**src/rtl/bkt_lvl_ctrl.sv**
```systemverilog
// Backtrack-level sequencer for the Sat Engine level-state store.
// Records decisions and scans levels downward for the highest level not yet backtracked.
module bkt_lvl_ctrl #(
  parameter int WIDTH_LVL        = 16,
  parameter int WIDTH_BIN        = 10,
  parameter int WIDTH_LVL_STATES = 11,
  parameter int MAX_LVL          = 64
) (
  input  logic                        clk,
  input  logic                        rst,
  input  logic                        dec_valid_i,
  output logic                        dec_ready_o,
  input  logic [WIDTH_LVL-1:0]        dec_lvl_i,
  input  logic [WIDTH_BIN-1:0]        dec_bin_i,
  input  logic                        start_i,
  input  logic [WIDTH_LVL-1:0]        max_lvl_i,
  input  logic                        abort_i,
  output logic                        busy_o,
  output logic                        done_o,
  output logic                        unsat_o,
  output logic [WIDTH_LVL-1:0]        bkt_lvl_o,
  output logic [WIDTH_BIN-1:0]        bkt_bin_o,
  output logic                        apply_bkt_o,
  output logic                        rd_en_o,
  output logic [WIDTH_LVL-1:0]        rd_addr_o,
  input  logic [WIDTH_LVL_STATES-1:0] rd_data_i,
  output logic                        wr_en_o,
  output logic [WIDTH_LVL-1:0]        wr_addr_o,
  output logic [WIDTH_LVL_STATES-1:0] wr_data_o
);

  typedef enum logic [2:0] {
    S_IDLE  = 3'd0,
    S_RD    = 3'd1,
    S_CHK   = 3'd2,
    S_APPLY = 3'd3,
    S_DONE  = 3'd4
  } state_t;

  localparam logic [WIDTH_LVL-1:0] MAX_LVL_W = WIDTH_LVL'(MAX_LVL);
  localparam logic [WIDTH_LVL-1:0] LVL_ONE   = WIDTH_LVL'(1);

  state_t               state_q, state_d;
  logic [WIDTH_LVL-1:0] lvl_q, lvl_d;
  logic [WIDTH_LVL-1:0] bkt_lvl_q, bkt_lvl_d;
  logic [WIDTH_BIN-1:0] bkt_bin_q, bkt_bin_d;
  logic                 unsat_q, unsat_d;

  logic [WIDTH_LVL-1:0] scan_top;
  logic                 dec_in_range;
  logic                 rd_has_bkt;
  logic [WIDTH_BIN-1:0] rd_bin;

  function automatic logic [WIDTH_LVL-1:0] clamp_lvl(input logic [WIDTH_LVL-1:0] lvl);
    return (lvl > MAX_LVL_W) ? MAX_LVL_W : lvl;
  endfunction

  assign scan_top     = clamp_lvl(max_lvl_i);
  assign dec_in_range = (dec_lvl_i != '0) && (dec_lvl_i <= MAX_LVL_W);
  assign rd_has_bkt   = rd_data_i[0];
  assign rd_bin       = rd_data_i[WIDTH_LVL_STATES-1:1];

  assign busy_o      = (state_q != S_IDLE);
  assign dec_ready_o = ~busy_o;
  assign bkt_lvl_o   = bkt_lvl_q;
  assign bkt_bin_o   = bkt_bin_q;
  assign unsat_o     = unsat_q;

  always_comb begin
    state_d     = state_q;
    lvl_d       = lvl_q;
    bkt_lvl_d   = bkt_lvl_q;
    bkt_bin_d   = bkt_bin_q;
    unsat_d     = unsat_q;
    rd_en_o     = 1'b0;
    rd_addr_o   = '0;
    wr_en_o     = 1'b0;
    wr_addr_o   = '0;
    wr_data_o   = '0;
    apply_bkt_o = 1'b0;
    done_o      = 1'b0;

    unique case (state_q)
      S_IDLE: begin
        // The decision write goes out this cycle, so a scan started alongside it sees the new entry.
        if (dec_valid_i && dec_in_range) begin
          wr_en_o   = 1'b1;
          wr_addr_o = dec_lvl_i;
          wr_data_o = {dec_bin_i, 1'b0};
        end
        if (start_i) begin
          lvl_d = scan_top;
          if (scan_top == '0) begin
            unsat_d   = 1'b1;
            bkt_lvl_d = '0;
            bkt_bin_d = '0;
            state_d   = S_DONE;
          end else begin
            state_d = S_RD;
          end
        end
      end
      S_RD: begin
        rd_en_o   = 1'b1;
        rd_addr_o = lvl_q;
        state_d   = abort_i ? S_IDLE : S_CHK;
      end
      S_CHK: begin
        if (abort_i) begin
          state_d = S_IDLE;
        end else if (!rd_has_bkt) begin
          bkt_lvl_d = lvl_q;
          bkt_bin_d = rd_bin;
          unsat_d   = 1'b0;
          state_d   = S_APPLY;
        end else if (lvl_q == LVL_ONE) begin
          unsat_d   = 1'b1;
          bkt_lvl_d = '0;
          bkt_bin_d = '0;
          state_d   = S_DONE;
        end else begin
          lvl_d   = lvl_q - LVL_ONE;
          state_d = S_RD;
        end
      end
      S_APPLY: begin
        wr_en_o     = 1'b1;
        wr_addr_o   = bkt_lvl_q;
        wr_data_o   = {bkt_bin_q, 1'b1};
        apply_bkt_o = 1'b1;
        state_d     = S_DONE;
      end
      S_DONE: begin
        done_o  = 1'b1;
        state_d = S_IDLE;
      end
      default: state_d = S_IDLE;
    endcase

    // A reset cycle must never reach the store, even if the FSM was mid-scan.
    if (rst) begin
      rd_en_o     = 1'b0;
      wr_en_o     = 1'b0;
      apply_bkt_o = 1'b0;
      done_o      = 1'b0;
    end
  end

  always_ff @(posedge clk) begin
    if (rst) begin
      state_q   <= S_IDLE;
      lvl_q     <= '0;
      bkt_lvl_q <= '0;
      bkt_bin_q <= '0;
      unsat_q   <= 1'b0;
    end else begin
      state_q   <= state_d;
      lvl_q     <= lvl_d;
      bkt_lvl_q <= bkt_lvl_d;
      bkt_bin_q <= bkt_bin_d;
      unsat_q   <= unsat_d;
    end
  end

endmodule

```
**config.mk**
```make
export PLATFORM = sky130hd
export DESIGN_NAME = bkt_lvl_ctrl
export DESIGN_NICKNAME = d
export VERILOG_FILES = /design/src/rtl/bkt_lvl_ctrl.sv
export SDC_FILE = /design/constraint.sdc
export NUM_CORES = 1
export LEC_CHECK = 0
export CORE_AREA = 2 2 87 89
export DETAILED_ROUTE_END_ITERATION = 12
export DIE_AREA = 0 0 89 91
export PLACE_DENSITY = 0.86
export SYNTH_ARGS = -nofsm -noshare
export SYNTH_HDL_FRONTEND = slang
export SYNTH_SLANG_ARGS = --single-unit
```
**constraint.sdc**
```tcl
create_clock -name clk -period 4.1 [get_ports clk]
set_input_delay 0.82 -clock clk [delete_from_list [all_inputs] [get_ports clk]]
set_output_delay 0.82 -clock clk [all_outputs]
set_load 0.005 [all_outputs]
```
==> out/qor.txt, run 1 <==
Outcome -> complete, no violations
Post CTS Setup Buffer Count -> 0
Setup Viol. Count Final -> 0
DRC Markers -> 0
Die Width -> 89 µm
Initial antenna violation count -> 0
Hold WC Path Type -> flip-flop to flip-flop
Iteration-0 DRC count of the detailed router -> 184
Reg clk slew, reported paths -> 0.08 ns
Fin nets -> 536
Worst EP arrival -> 3.19 ns
Post-synth cell types -> 45
RePlAce Congestion -> 0.935
Slowest-stage cell, CP -> clkdlybuf4s50_1
Vias in the first global route -> 2881
Post-synth EDFFs -> 0
Area share of the largest cell type after synthesis -> 0.328
Mapped Area -> 0.00281 mm²
Avg Cell Area, Syn -> 7.91 µm²
Total track usage -> 0.232
I/O pin count -> 134
Flops & latches, synth -> 46
Most used cell along the critical path -> clkdlybuf4s50_1
Slew Limit Fails -> 0
Final instance area -> 0.00430 mm²
Clock Latency Late Sink -> 0.30 ns
Routed Antenna Nets -> 0
Asr flop ratio synth -> 0
Vias per inst -> 5.55
Cell count after synthesis -> 355
Core ar. -> 0.00714 mm²
Final Core Density -> 0.602
Delay-heaviest family, CP -> buffers and inverters
Minimum clock period -> 4.01 ns
Register-to-register setup slack -> 1.82 ns
Pin count of the biggest net entering global routing -> 31
Slew @ Worst Pin -> 1.01 ns
Relative slew slack -> 0.328
Yosys synthesis warning count -> 0
Grt ovf -> 0
CTS root buf -> clkbuf_8
Top cells by area, synth -> dfxtp_1 (33%), mux2i_1 (9.3%), nand2_1 (7.6%), and2_1 (6.5%), a22o_1 (5.3%)
CTS tree -> done
Crit share post-route -> 0.978
Fmax -> 249 MHz
Crit-path max FO -> 18
Placed Area -> 0.00421 mm²
Maxcap violations -> 0
Die Area -> 0.00810 mm²
Initial Util -> 0.394
TritonCTS sink count -> 46
Leak Pwr -> 1.59 nW
Final HPWL DP -> 7.24 mm
CP required -> 3.28 ns
TritonRoute pass-1 iters -> 4
CP peak stage delay -> 0.52 ns
Unrepaired setup endpoints after global routing -> no
Routed vias -> 3198
Final Hold Viols -> 0
Worst Skew -> 0.00320 ns
Total power draw -> 0.961 mW
Cell taking the most area after synthesis -> dfxtp_1
Layout cells sized above 1 -> 0.0461
TritonCTS buffer count -> 5
Diode count -> 0
CTS resizes -> 0
DRT Wirelength -> 9.51 mm
Number of fill cells -> 638
Hold buffers post-CTS -> 0
CP Cell Sequence -> clkdlybuf4s50_1, or4_1, nor3_1, xor2_1, nor4_2, buf_4, a22o_1, clkdlybuf4s50_1
Setup Total Neg Slack -> 0 ns
Critical Path Start Type -> primary input
H-Tree Depth -> 2
P&R area growth vs syn -> 53.0%
Syn nets -> 415
Crit. End Element -> primary output
Std-Cell Rows -> 31
Max rail drop VDD -> 0.116 mV
Bufs and invs on worst path -> 3
Power per cell area -> 224 mW/mm²
Dominant synthesized flop cell -> dfxtp_1
WL/cell -> 16.5 µm
IO buf count -> 133
Die Y -> 91 µm
Register area share after synthesis -> 0.328
CP Class -> primary input to primary output
Clk buf depth -> 2
First-pass GRT wire length -> 14.7 mm
-- logic make-up (layout without fill, tap and decap cells) --
kind of cell             count (synthesis)  after routing  synth area share
adder cells (fa/ha/maj)                  2              2           0.00891
AND/OR/NAND/NOR                        167            167             0.322
buffers and inverters                   30            152            0.0472
multiplexers                            26             26            0.0927
flip-flops                              46             46             0.328
AO/OA/AOI/OAI                           83             83             0.198
XOR/XNOR                                 1              1           0.00312
-- path summary, 6_finish.rpt --
| kind | endpoint | depth (start not counted) | start |
|---|---|---|---|
| worst max-delay path | wr_data_o[3] | 8 | dec_lvl_i[4] |
| worst min-delay path | bkt_lvl_o[10]$_SDFFE_PP0P_ | 2 | bkt_lvl_o[10]$_SDFFE_PP0P_ |
| worst max register to register | bkt_lvl_o[1]$_SDFFE_PP0P_ | 7 | lvl_q[0]$_SDFFE_PP0P_ |
| worst min register to register | bkt_lvl_o[10]$_SDFFE_PP0P_ | 2 | bkt_lvl_o[10]$_SDFFE_PP0P_ |
-- report_power, final --
group,internal (mW),leakage [nW],total [mW],switching [mW]
clock,0.136,0.0482,0.287,0.151
sequential,0.453,0.371,0.463,0.0106
combinational,0.103,1.17,0.211,0.108
-- cells in the mapped netlist (2+ instances only) --
cell / number
and2_1: 29
nor3b_1: 2
clkbuf_1: 18
or3_1: 5
a31oi_1: 4
a22o_1: 17
nor2_1: 15
a21oi_1: 26
nor4_1: 4
inv_1: 4
o22ai_1: 5
o21a_1: 5
mux2i_1: 26
o211ai_1: 6
a21o_1: 2
nand4_1: 3
nor4b_1: 5
ha_1: 2
buf_4: 2
nand3_1: 7
nand4b_1: 2
nor3_1: 16
o21ai_0: 9
nand2_1: 57
nor4_2: 2
or4_1: 8
o31ai_1: 6
dfxtp_1: 46
buf_2: 4
nor2b_1: 3
-- worst min-delay path, stage by stage (launching register included) --
cell     delay [ns]
dfxtp_1        0.32
nand2_1        0.06
mux2i_1        0.05
-- stage by stage --
step | hold WS, ns | instances | setup slack [ns]
after floorplan | 0.460 | 355 | 0.816
after global placement | 0.459 | 568 | 0.177
after detailed placement | 0.470 | 568 | 0.0838
after CTS | 0.481 | 576 | 0.0793
after global routing | 0.498 | 576 | 0.00685
final | 0.476 | 576 | 0.0893
-- area by class of cell --
| cell class | count | area [µm²] | area share |
|---|---|---|---|
| Clock buffer | 7 | 86.3 | 0.0201 |
| Clock inverter | 1 | 5.00 | 0.00116 |
| Inverter | 5 | 18.8 | 0.00437 |
| Multi-Input combinational cell | 279 | 1770 | 0.411 |
| Sequential cell | 46 | 921 | 0.214 |
| Tap cell | 99 | 124 | 0.0288 |
| Timing Repair Buffer | 139 | 1380 | 0.320 |
-- layer usage --
layer,part of all wire,track usage,up-vias
li1,-,-,1533
met1,0.40,0.287,1505
met2,0.48,0.389,146
met3,0.10,0.0536,14
met4,0.017,0.0784,0
met5,0,0,-
-- layout by cell type (no fill, tap or decap), drive strengths merged, types with 2 or more instances in the layout --
cell type,netlist,routed
a21o,2,2
a21oi,26,26
a22o,17,17
a31oi,4,4
and2,29,29
buf,7,6
clkbuf,18,7
clkdlybuf4s50,0,133
clkinv,1,2
dfxtp,46,46
ha,2,2
inv,4,4
mux2i,26,26
nand2,57,57
nand3,7,7
nand4,3,3
nand4b,2,2
nor2,15,15
nor2b,3,3
nor3,17,17
nor3b,2,2
nor4,6,6
nor4b,5,5
o211ai,6,6
o21a,5,5
o21ai,9,9
o22ai,5,5
o311ai,2,2
o31ai,6,6
or3,5,5
or4,9,9
-- flip-flops by register name, summed over array words and instances (netlist names) --
signal     count
bkt_lvl_o     16
lvl_q         16
bkt_bin_o     10
state_q        3
unsat_o        1
Note: power is estimated with default switching activity, not from simulation.
==> run 2: changes to the inputs <==
--- a/config.mk
+++ b/config.mk
@@ -9,6 +9,7 @@
 export DETAILED_ROUTE_END_ITERATION = 12
 export DIE_AREA = 0 0 89 91
 export PLACE_DENSITY = 0.86
+export SLEW_MARGIN = 20
 export SYNTH_ARGS = -nofsm -noshare
 export SYNTH_HDL_FRONTEND = slang
 export SYNTH_SLANG_ARGS = --single-unit
==> results of run 2 <==
No change in the layout: final DEF, timing and power equal those of run 1.
